### src/rtl/pipeline_pkg.sv
// Shared opcode/funct2 encodings, forwarding selects and hazard FSM states
// for the 5-stage core.
package pipeline_pkg;

  localparam logic [2:0] OP_ARITH  = 3'b000;
  localparam logic [2:0] OP_LOGIC  = 3'b001;
  localparam logic [2:0] OP_IMM    = 3'b010;
  localparam logic [2:0] OP_LOAD   = 3'b011;
  localparam logic [2:0] OP_STORE  = 3'b100;
  localparam logic [2:0] OP_BRANCH = 3'b101;

  localparam logic [1:0] F2_MUL = 2'b10;
  localparam logic [1:0] F2_DIV = 2'b11;

  typedef enum logic [1:0] {
    FWD_RF  = 2'b00,
    FWD_WB  = 2'b01,
    FWD_MEM = 2'b10
  } fwd_sel_e;

  typedef enum logic [1:0] {
    RUN,
    MD_BUSY,
    MD_DONE
  } hz_state_e;

  function automatic logic is_muldiv(input logic [2:0] opcode, input logic [1:0] funct2);
    return (opcode == OP_ARITH) && ((funct2 == F2_MUL) || (funct2 == F2_DIV));
  endfunction

endpackage

### src/rtl/forwarding_unit.sv
// Operand bypass select for one EX source register; the younger EX/MEM
// result wins over MEM/WB, and r0 is never forwarded.
module forwarding_unit
  import pipeline_pkg::*;
#(
  parameter int REG_ADDR_W = 4
) (
  input  logic [REG_ADDR_W-1:0] ex_rs,
  input  logic [REG_ADDR_W-1:0] mem_rd,
  input  logic                  mem_regwrite,
  input  logic [REG_ADDR_W-1:0] wb_rd,
  input  logic                  wb_regwrite,
  output fwd_sel_e              sel
);

  always_comb begin
    sel = FWD_RF;
    if (mem_regwrite && (mem_rd != '0) && (mem_rd == ex_rs)) begin
      sel = FWD_MEM;
    end else if (wb_regwrite && (wb_rd != '0) && (wb_rd == ex_rs)) begin
      sel = FWD_WB;
    end
  end

endmodule

### src/rtl/hazard_controller.sv
// Stall/flush/forward sequencer for the 5-stage pipeline.
// Define HAZARD_PERF_EN to add the perf_stall_cycles/perf_flushes counters.
module hazard_controller
  import pipeline_pkg::*;
#(
  parameter int REG_ADDR_W = 4,
  parameter int MUL_LAT    = 2,
  parameter int DIV_LAT    = 8
) (
  input  logic                  clk,
  input  logic                  rst,
  input  logic [REG_ADDR_W-1:0] id_rs1,
  input  logic [REG_ADDR_W-1:0] id_rs2,
  input  logic                  id_uses_rs2,
  input  logic                  ex_valid,
  input  logic [REG_ADDR_W-1:0] ex_rs1,
  input  logic [REG_ADDR_W-1:0] ex_rs2,
  input  logic [REG_ADDR_W-1:0] ex_rd,
  input  logic                  ex_memread,
  input  logic [2:0]            ex_opcode,
  input  logic [1:0]            ex_funct2,
  input  logic                  ex_br_taken,
  input  logic [REG_ADDR_W-1:0] mem_rd,
  input  logic                  mem_regwrite,
  input  logic [REG_ADDR_W-1:0] wb_rd,
  input  logic                  wb_regwrite,
  output logic                  stall_pc,
  output logic                  stall_ifid,
  output logic                  stall_idex,
  output logic                  flush_ifid,
  output logic                  flush_idex,
  output logic                  flush_exmem,
  output logic [1:0]            fwd_a,
  output logic [1:0]            fwd_b,
  output logic                  md_busy
`ifdef HAZARD_PERF_EN
  ,
  output logic [31:0]           perf_stall_cycles,
  output logic [31:0]           perf_flushes
`endif
);

  localparam int MAX_LAT = (MUL_LAT > DIV_LAT) ? MUL_LAT : DIV_LAT;
  localparam int CNT_W   = (MAX_LAT > 2) ? $clog2(MAX_LAT - 1) : 1;
  localparam logic [CNT_W-1:0] MUL_LOAD = (MUL_LAT > 1) ? CNT_W'(MUL_LAT - 2) : '0;
  localparam logic [CNT_W-1:0] DIV_LOAD = (DIV_LAT > 1) ? CNT_W'(DIV_LAT - 2) : '0;
  localparam logic MUL_MULTI = (MUL_LAT > 1);
  localparam logic DIV_MULTI = (DIV_LAT > 1);

  hz_state_e        state_q, state_d;
  logic [CNT_W-1:0] cnt_q, cnt_d;
  fwd_sel_e         sel_a, sel_b;
  logic             load_use, br_flush, md_start, is_mul;

  forwarding_unit #(.REG_ADDR_W(REG_ADDR_W)) u_fwd_a (
    .ex_rs(ex_rs1), .mem_rd(mem_rd), .mem_regwrite(mem_regwrite),
    .wb_rd(wb_rd), .wb_regwrite(wb_regwrite), .sel(sel_a)
  );

  forwarding_unit #(.REG_ADDR_W(REG_ADDR_W)) u_fwd_b (
    .ex_rs(ex_rs2), .mem_rd(mem_rd), .mem_regwrite(mem_regwrite),
    .wb_rd(wb_rd), .wb_regwrite(wb_regwrite), .sel(sel_b)
  );

  always_comb begin
    state_d     = state_q;
    cnt_d       = cnt_q;
    stall_pc    = 1'b0;
    stall_ifid  = 1'b0;
    stall_idex  = 1'b0;
    flush_ifid  = 1'b0;
    flush_idex  = 1'b0;
    flush_exmem = 1'b0;
    fwd_a       = rst ? 2'b00 : sel_a;
    fwd_b       = rst ? 2'b00 : sel_b;

    is_mul   = (ex_funct2 == F2_MUL);
    md_start = ex_valid && is_muldiv(ex_opcode, ex_funct2) && (state_q == RUN) &&
               (is_mul ? MUL_MULTI : DIV_MULTI);
    load_use = ex_valid && ex_memread && (ex_rd != '0) &&
               ((ex_rd == id_rs1) || (id_uses_rs2 && (ex_rd == id_rs2)));
    br_flush = ex_br_taken && (state_q != MD_BUSY);

    case (state_q)
      RUN: begin
        if (md_start) begin
          state_d = MD_BUSY;
          cnt_d   = is_mul ? MUL_LOAD : DIV_LOAD;
        end
      end
      MD_BUSY: begin
        stall_pc    = 1'b1;
        stall_ifid  = 1'b1;
        stall_idex  = 1'b1;
        flush_exmem = 1'b1;
        if (cnt_q == '0) state_d = MD_DONE;
        else             cnt_d   = cnt_q - 1'b1;
      end
      MD_DONE: state_d = RUN;
      default: state_d = RUN;
    endcase

    // A taken branch squashes the ID instruction, so its load-use stall is moot.
    if (br_flush) begin
      flush_ifid = 1'b1;
      flush_idex = 1'b1;
    end else if (load_use && (state_q != MD_BUSY)) begin
      stall_pc   = 1'b1;
      stall_ifid = 1'b1;
      flush_idex = 1'b1;
    end

    if (rst) begin
      stall_pc    = 1'b0;
      stall_ifid  = 1'b0;
      stall_idex  = 1'b0;
      flush_ifid  = 1'b0;
      flush_idex  = 1'b0;
      flush_exmem = 1'b0;
    end
  end

  assign md_busy = (state_q == MD_BUSY);

  always_ff @(posedge clk) begin
    if (rst) begin
      state_q <= RUN;
      cnt_q   <= '0;
    end else begin
      state_q <= state_d;
      cnt_q   <= cnt_d;
    end
  end

`ifdef HAZARD_PERF_EN
  logic [31:0] perf_stall_q, perf_stall_d, perf_flush_q, perf_flush_d;

  always_comb begin
    perf_stall_d = perf_stall_q + {31'd0, stall_pc};
    perf_flush_d = perf_flush_q + {31'd0, (flush_ifid && !rst)};
  end

  always_ff @(posedge clk) begin
    if (rst) begin
      perf_stall_q <= '0;
      perf_flush_q <= '0;
    end else begin
      perf_stall_q <= perf_stall_d;
      perf_flush_q <= perf_flush_d;
    end
  end

  assign perf_stall_cycles = perf_stall_q;
  assign perf_flushes      = perf_flush_q;
`endif

endmodule

### config.mk
export PLATFORM = sky130hd
export DESIGN_NAME = hazard_controller
export DESIGN_NICKNAME = d
export VERILOG_FILES = /design/src/rtl/pipeline_pkg.sv /design/src/rtl/forwarding_unit.sv /design/src/rtl/hazard_controller.sv
export SDC_FILE = /design/constraint.sdc
export NUM_CORES = 1
export LEC_CHECK = 0
export BUFFER_PORTS_ARGS = -buffer_cell sky130_fd_sc_hd__clkbuf_2
export CORE_ASPECT_RATIO = 1.1
export CORE_MARGIN = 8
export CORE_UTILIZATION = 38
export CTS_CLUSTER_SIZE = 40
export DETAILED_ROUTE_END_ITERATION = 8
export HOLD_SLACK_MARGIN = 0.06
export PLACE_DENSITY = 0.85
export SYNTH_ARGS = -nofsm -noshare
export SYNTH_HDL_FRONTEND = slang
export SYNTH_SLANG_ARGS = --single-unit
### constraint.sdc
create_clock -name clk -period 1.9 [get_ports clk]
set_clock_uncertainty 0.05 [all_clocks]
set_input_delay 0.19 -clock clk [delete_from_list [all_inputs] [get_ports clk]]
set_output_delay 0.19 -clock clk [all_outputs]
set_load 0.005 [all_outputs]
### Word level (Yosys, flattened, before mapping)

Cells that the tools add are included.

* logic and storage cells: 65
* bits of input ports: 41
* output and inout port bits: 11
* bits in registers: 5

* reduce and logical (&&, ||, !) cells: 26
* eq/ne operators: 13
* mux-type cells: 23
* add/subtract/negate cells: 1

Operators with widths (count)
* 4-bit == test: 6
* 1-bit logical AND: 15
* 1-bit two-way mux: 12
* 2-bit two-way mux: 6
* 4-bit nonzero test: 3
* 3-bit two-way mux: 3
* 3-bit logical NOT: 2
* 3-bit case mux with 2 select lines: 1
* 2-bit == test (second input constant): 2
* 2-bit by 1-bit != test with 1-bit output (second input constant): 2
* 2-bit != test (second input constant): 2
* 2-bit case mux with 2 select lines: 1
* 3-bit AND reduction: 1
* 3-bit by 1-bit subtractor with 3-bit output (second input constant): 1
* 2-bit by 1-bit == test with 1-bit output (second input constant): 1
* 2-bit logical NOT: 1
* 1-bit logical OR: 2
* 2-bit AND reduction: 1
* 2-bit nonzero test: 1

### Longest topological paths before layout

* depth after elaboration: 8
* gate-level depth with buffers: 7
* gate-level depth less buffers: 7

### By module

A second synthesis with hierarchy kept.

* cells, all modules: 94
* area total of the unflattened synthesis: 700.7 sq um

By module, submodules not included
* hazard_controller: cells each 60, times used 1, seq. area each 100.1 sq um, area each 445.4 sq um
* forwarding_unit: cells each 17, times used 2, seq. area each 0.0 sq um, area each 127.6 sq um

### Worst setup path after synthesis

Ideal clock, no wire load.

* kind: register to register
* start point: register cnt_q[0]
* end point: register cnt_q[1]
* setup slack: 0.392 ns
* setup time: 0.071 ns
* arrival: 1.388 ns
* period minus slack after synthesis: 1.508 ns
* stages on the path, launching flop included: 8
* data required time: 1.779 ns
* path buffers: 0
* cells stage by stage: dfxtp_1 > inv_1 > ha_1 > ha_1 > inv_1 > a32oi_1 > a2111o_1 > a21oi_1

* longest elaborated chain between the ends: 3
* elaborated cells on any way between the ends: 6
* those cells by class: add/sub (1); eq/ne (1); mux (2); reduce/logical (2)

Ends and longest elaborated chain
* start: declaration: RTL line hazard_controller.sv:51 `logic [CNT_W-1:0] cnt_q, cnt_d;`
* start signal: assignment: RTL line hazard_controller.sv:131 `cnt_q <= cnt_d;`
* 3-bit by 1-bit subtractor with 3-bit output or 3-bit logical NOT (tied branches): RTL line hazard_controller.sv:97, hazard_controller.sv:96
* 3-bit two-way mux or 2-bit != test (tied branches)
* 3-bit case mux with 2 select lines or 3-bit AND reduction (tied branches)

Parallel ways exist; a longest one is shown, timed or not. The select of a mux whose other input is x is not followed.
A chain may end at the register's enable or synchronous reset.

### Final worst setup path

* start point: register cnt_q[0]
* end point: register cnt_q[2]

Same word-level chain as after synthesis.

==> impl_metrics.py <==
metrics = {
    "layout": {
        "fin_nets": 177,
        "n_antenna_cell": 0,
        "final_area_um2": 917,
        "drive_gt1_share_pct": 42.1,
        "syn_to_final_growth_pct": 46.6,
        "fill_cells": 149,
    },
    "synth": {
        "synth.avg_cell_area_um2": 7.82,
        "synth-seq-area-share_pct": 16.0,
        "synth_top_cells_by_area": "xnor2_1 (34%), dfxtp_1 (16%), nand4_1 (6.0%)",
        "synth.largest_area_cell": "xnor2_1",
        "netlist_area_um2": 626,
        "synth_seq_cells": 5,
        "syn_nets": 123,
        "ys_warn_count": 0,
        "syn_inst": 80,
        "synth_top_area_share_pct": 33.6,
        "ys_types": 25,
    },
    "clocking": {
        "clk_latency_ns": 0.24,
        "numCtsBuffers": 3,
        "cts.sinks": 5,
        "post_cts_buffers": 0,
        "ctsHoldBuffers": 0,
        "cts_tree": "done",
        "cts_root_buffer": "clkbuf_4",
        "cts_resized": 0,
        "clockBufferDepth": 2,
        "cts-htree-levels": 1,
        "path_clk_slew_ns": 0.04,
    },
    "critical_path": {
        "path_buf_inv": 2,
        "start_kind": "flip-flop",
        "arrival_ns": 1.75,
        "critical-path-top-delay-family": "compound AO/OA/AOI/OAI gates",
        "slowest_stage": "a2111o_1",
        "cp.required_ns": 2.02,
        "worst-setup-path-type": "reg -> reg",
        "slowest_delay_ns": 0.43,
        "worstPathCellList": "inv_1, ha_1, ha_1, inv_1, a32oi_1, a2111o_1, a21oi_1",
        "endpoint_kind": "flip-flop",
        "cp_max_fo": 6,
    },
    "floorplanning": {
        "rows": 15,
        "dieHeight_um": 58.6,
        "die-area_um2": 3200,
        "io_pins": 52,
        "core_area_um2": 1560,
        "initial_core_util_pct": 40.2,
        "die_w_um": 54.7,
    },
    "sta": {
        "layout_setup_ws_ns": 0.273,
        "tightestPinTransition_ns": 0.448,
        "fin_crit_sh_pct": 85.6,
        "fin_tns_setup_ns": 0,
        "rsz0062_at_grt": "no",
        "setup_viol": 0,
        "whs_ns": 0.212,
        "period_needed_ns": 1.63,
        "maxSlewViolCount": 0,
        "hold_violations": 0,
        "fmax_mhz": 615,
        "relSlewSlack_pct": 70.1,
    },
    "global_route": {
        "antenna_found_initial": 0,
        "grt_use_met2_pct": 22.5,
        "met1_usage_pct": 13.4,
        "globalRouteOverflowTotal": 0,
        "met3_usage_pct": 3.78,
        "grt_use_total_pct": 13.0,
        "grt_max_degree": 12,
        "grt_pass1_vias": 870,
        "busiest_layer": "met2",
        "grt_pass1_wl_mm": 3.25,
    },
    "routing": {
        "wl_mm": 1.98,
        "via_per_inst": 5.31,
        "drt_pre_antenna_iters": 4,
        "ant_nets": 0,
        "wire_per_inst_um": 13.2,
        "drc": 0,
        "dr_total_vias": 797,
        "drt_iter0_markers": 6,
    },
    "place": {
        "place_ws_ns": 0.271,
        "place_area_um2": 891,
        "place.gp.congestion": 0.729,
        "port_buffers": 51,
        "dp_hpwl_mm": 1.84,
    },
    "run_status": {
        "status": "finished clean",
    },
    "flow_run": {
        "maxCapViolCount": 0,
    },
    "pwr": {
        "peakVddDrop_mv": 0.244,
        "leakage_uw": 0.000420,
        "power_density_nw_per_um2": 404,
    },
    "hold_path": {
        "hold_class": "in -> reg",
    },
}
layout make-up:
class | count | area, um^2 | share of cell area, %
well taps | 17 | 21.3 | 2.32
repair buffers | 52 | 263 | 28.6
flip-flops and latches | 5 | 100 | 10.9
multi-input cells | 67 | 488 | 53.2
inverters | 5 | 18.8 | 2.05
clock buffers | 4 | 26.3 | 2.86
state kept, by name (all words and copies together), names as in the netlist:
name / cells
state_q: 2
cnt_q: 3
power by group:
part,internal (uW),switching (uW),total (uW),leakage [uW]
sequential,107,0.840,107,0.0000403
clock,79.3,42.4,122,0.0000150
combinational,78.4,63.3,142,0.000365
Yosys cell counts:
library cell / number
nor2_1: 5
nor3_1: 6
a2111o_1: 2
o21a_1: 1
nand3_1: 2
dfxtp_1: 5
inv_1: 5
o21ai_0: 3
clkbuf_1: 1
nor4_2: 1
nand4_1: 6
o41ai_1: 1
or4_1: 2
a32oi_1: 1
nand2b_1: 1
and2_1: 2
nor3b_1: 1
xnor2_1: 24
nand3b_1: 1
o22ai_1: 1
a21oi_1: 3
a21o_1: 1
nand2_1: 1
buf_4: 2
ha_1: 2
metrics by stage:
stage          instances  total power [uW]  util (%)
6_report             150               371      58.9
5_1_grt              150               399      58.9
4_1_cts              150               380      58.9
3_5_place_dp         146               253      57.2
3_3_place_gp         146               247      57.2
2_1_floorplan         80               179         -
routing by layer:
layer | share of wire, % | vias to the layer above | wire length (um)
met5 | 0 | - | 0
met2 | 46 | 51 | 904
li1 | - | 399 | -
met1 | 40 | 345 | 783
met3 | 14 | 2 | 275
met4 | 0.71 | 0 | 14
worst paths after layout:
| check | startpoint | end | slack (ns) | cells after the start |
|---|---|---|---|---|
| max | cnt_q[0]$_SDFFE_PP0P_ | cnt_q[2]$_SDFFE_PP0P_ | 0.27 | 7 |
| min | rst | cnt_q[1]$_SDFFE_PP0P_ | 0.21 | 2 |
| max reg2reg | cnt_q[0]$_SDFFE_PP0P_ | cnt_q[2]$_SDFFE_PP0P_ | 0.27 | 7 |
| min reg2reg | cnt_q[1]$_SDFFE_PP0P_ | cnt_q[1]$_SDFFE_PP0P_ | 0.42 | 2 |
kinds of logic (layout without fill, tap and decap cells):
| kind of cell | after synthesis | after routing | share of synthesized area (%) |
|---|---|---|---|
| buffers and inverters | 8 | 61 | 6.00 |
| adders and majority gates | 2 | 2 | 4.00 |
| DFF | 5 | 5 | 16.0 |
| and+or+nand+nor | 28 | 28 | 25.8 |
| AOI/OAI and AO/OA | 13 | 13 | 14.6 |
| xor gates and xnor gates | 24 | 24 | 33.6 |
cell usage in the layout, fill, tap and decap left out:
master / netlist / final
inv_1: 5 / 5
o21a_1: 1 / 1
nand2_1: 1 / 1
nand3_1: 2 / 2
nor4_2: 1 / 1
nor2_1: 5 / 5
a21o_1: 1 / 1
a21oi_1: 3 / 3
nor3b_1: 1 / 1
nand4_1: 6 / 6
clkbuf_4: 0 / 3
a32oi_1: 1 / 1
o21ai_0: 3 / 3
xnor2_1: 24 / 24
ha_1: 2 / 2
nor3_1: 6 / 6
nand2b_1: 1 / 1
clkbuf_1: 1 / 1
clkbuf_2: 0 / 51
a2111o_1: 2 / 2
o41ai_1: 1 / 1
o22ai_1: 1 / 1
buf_4: 2 / 1
and2_1: 2 / 2
nand3b_1: 1 / 1
dfxtp_1: 5 / 5
or4_1: 2 / 2
No activity file was read; power rests on OpenSTA's default activity.
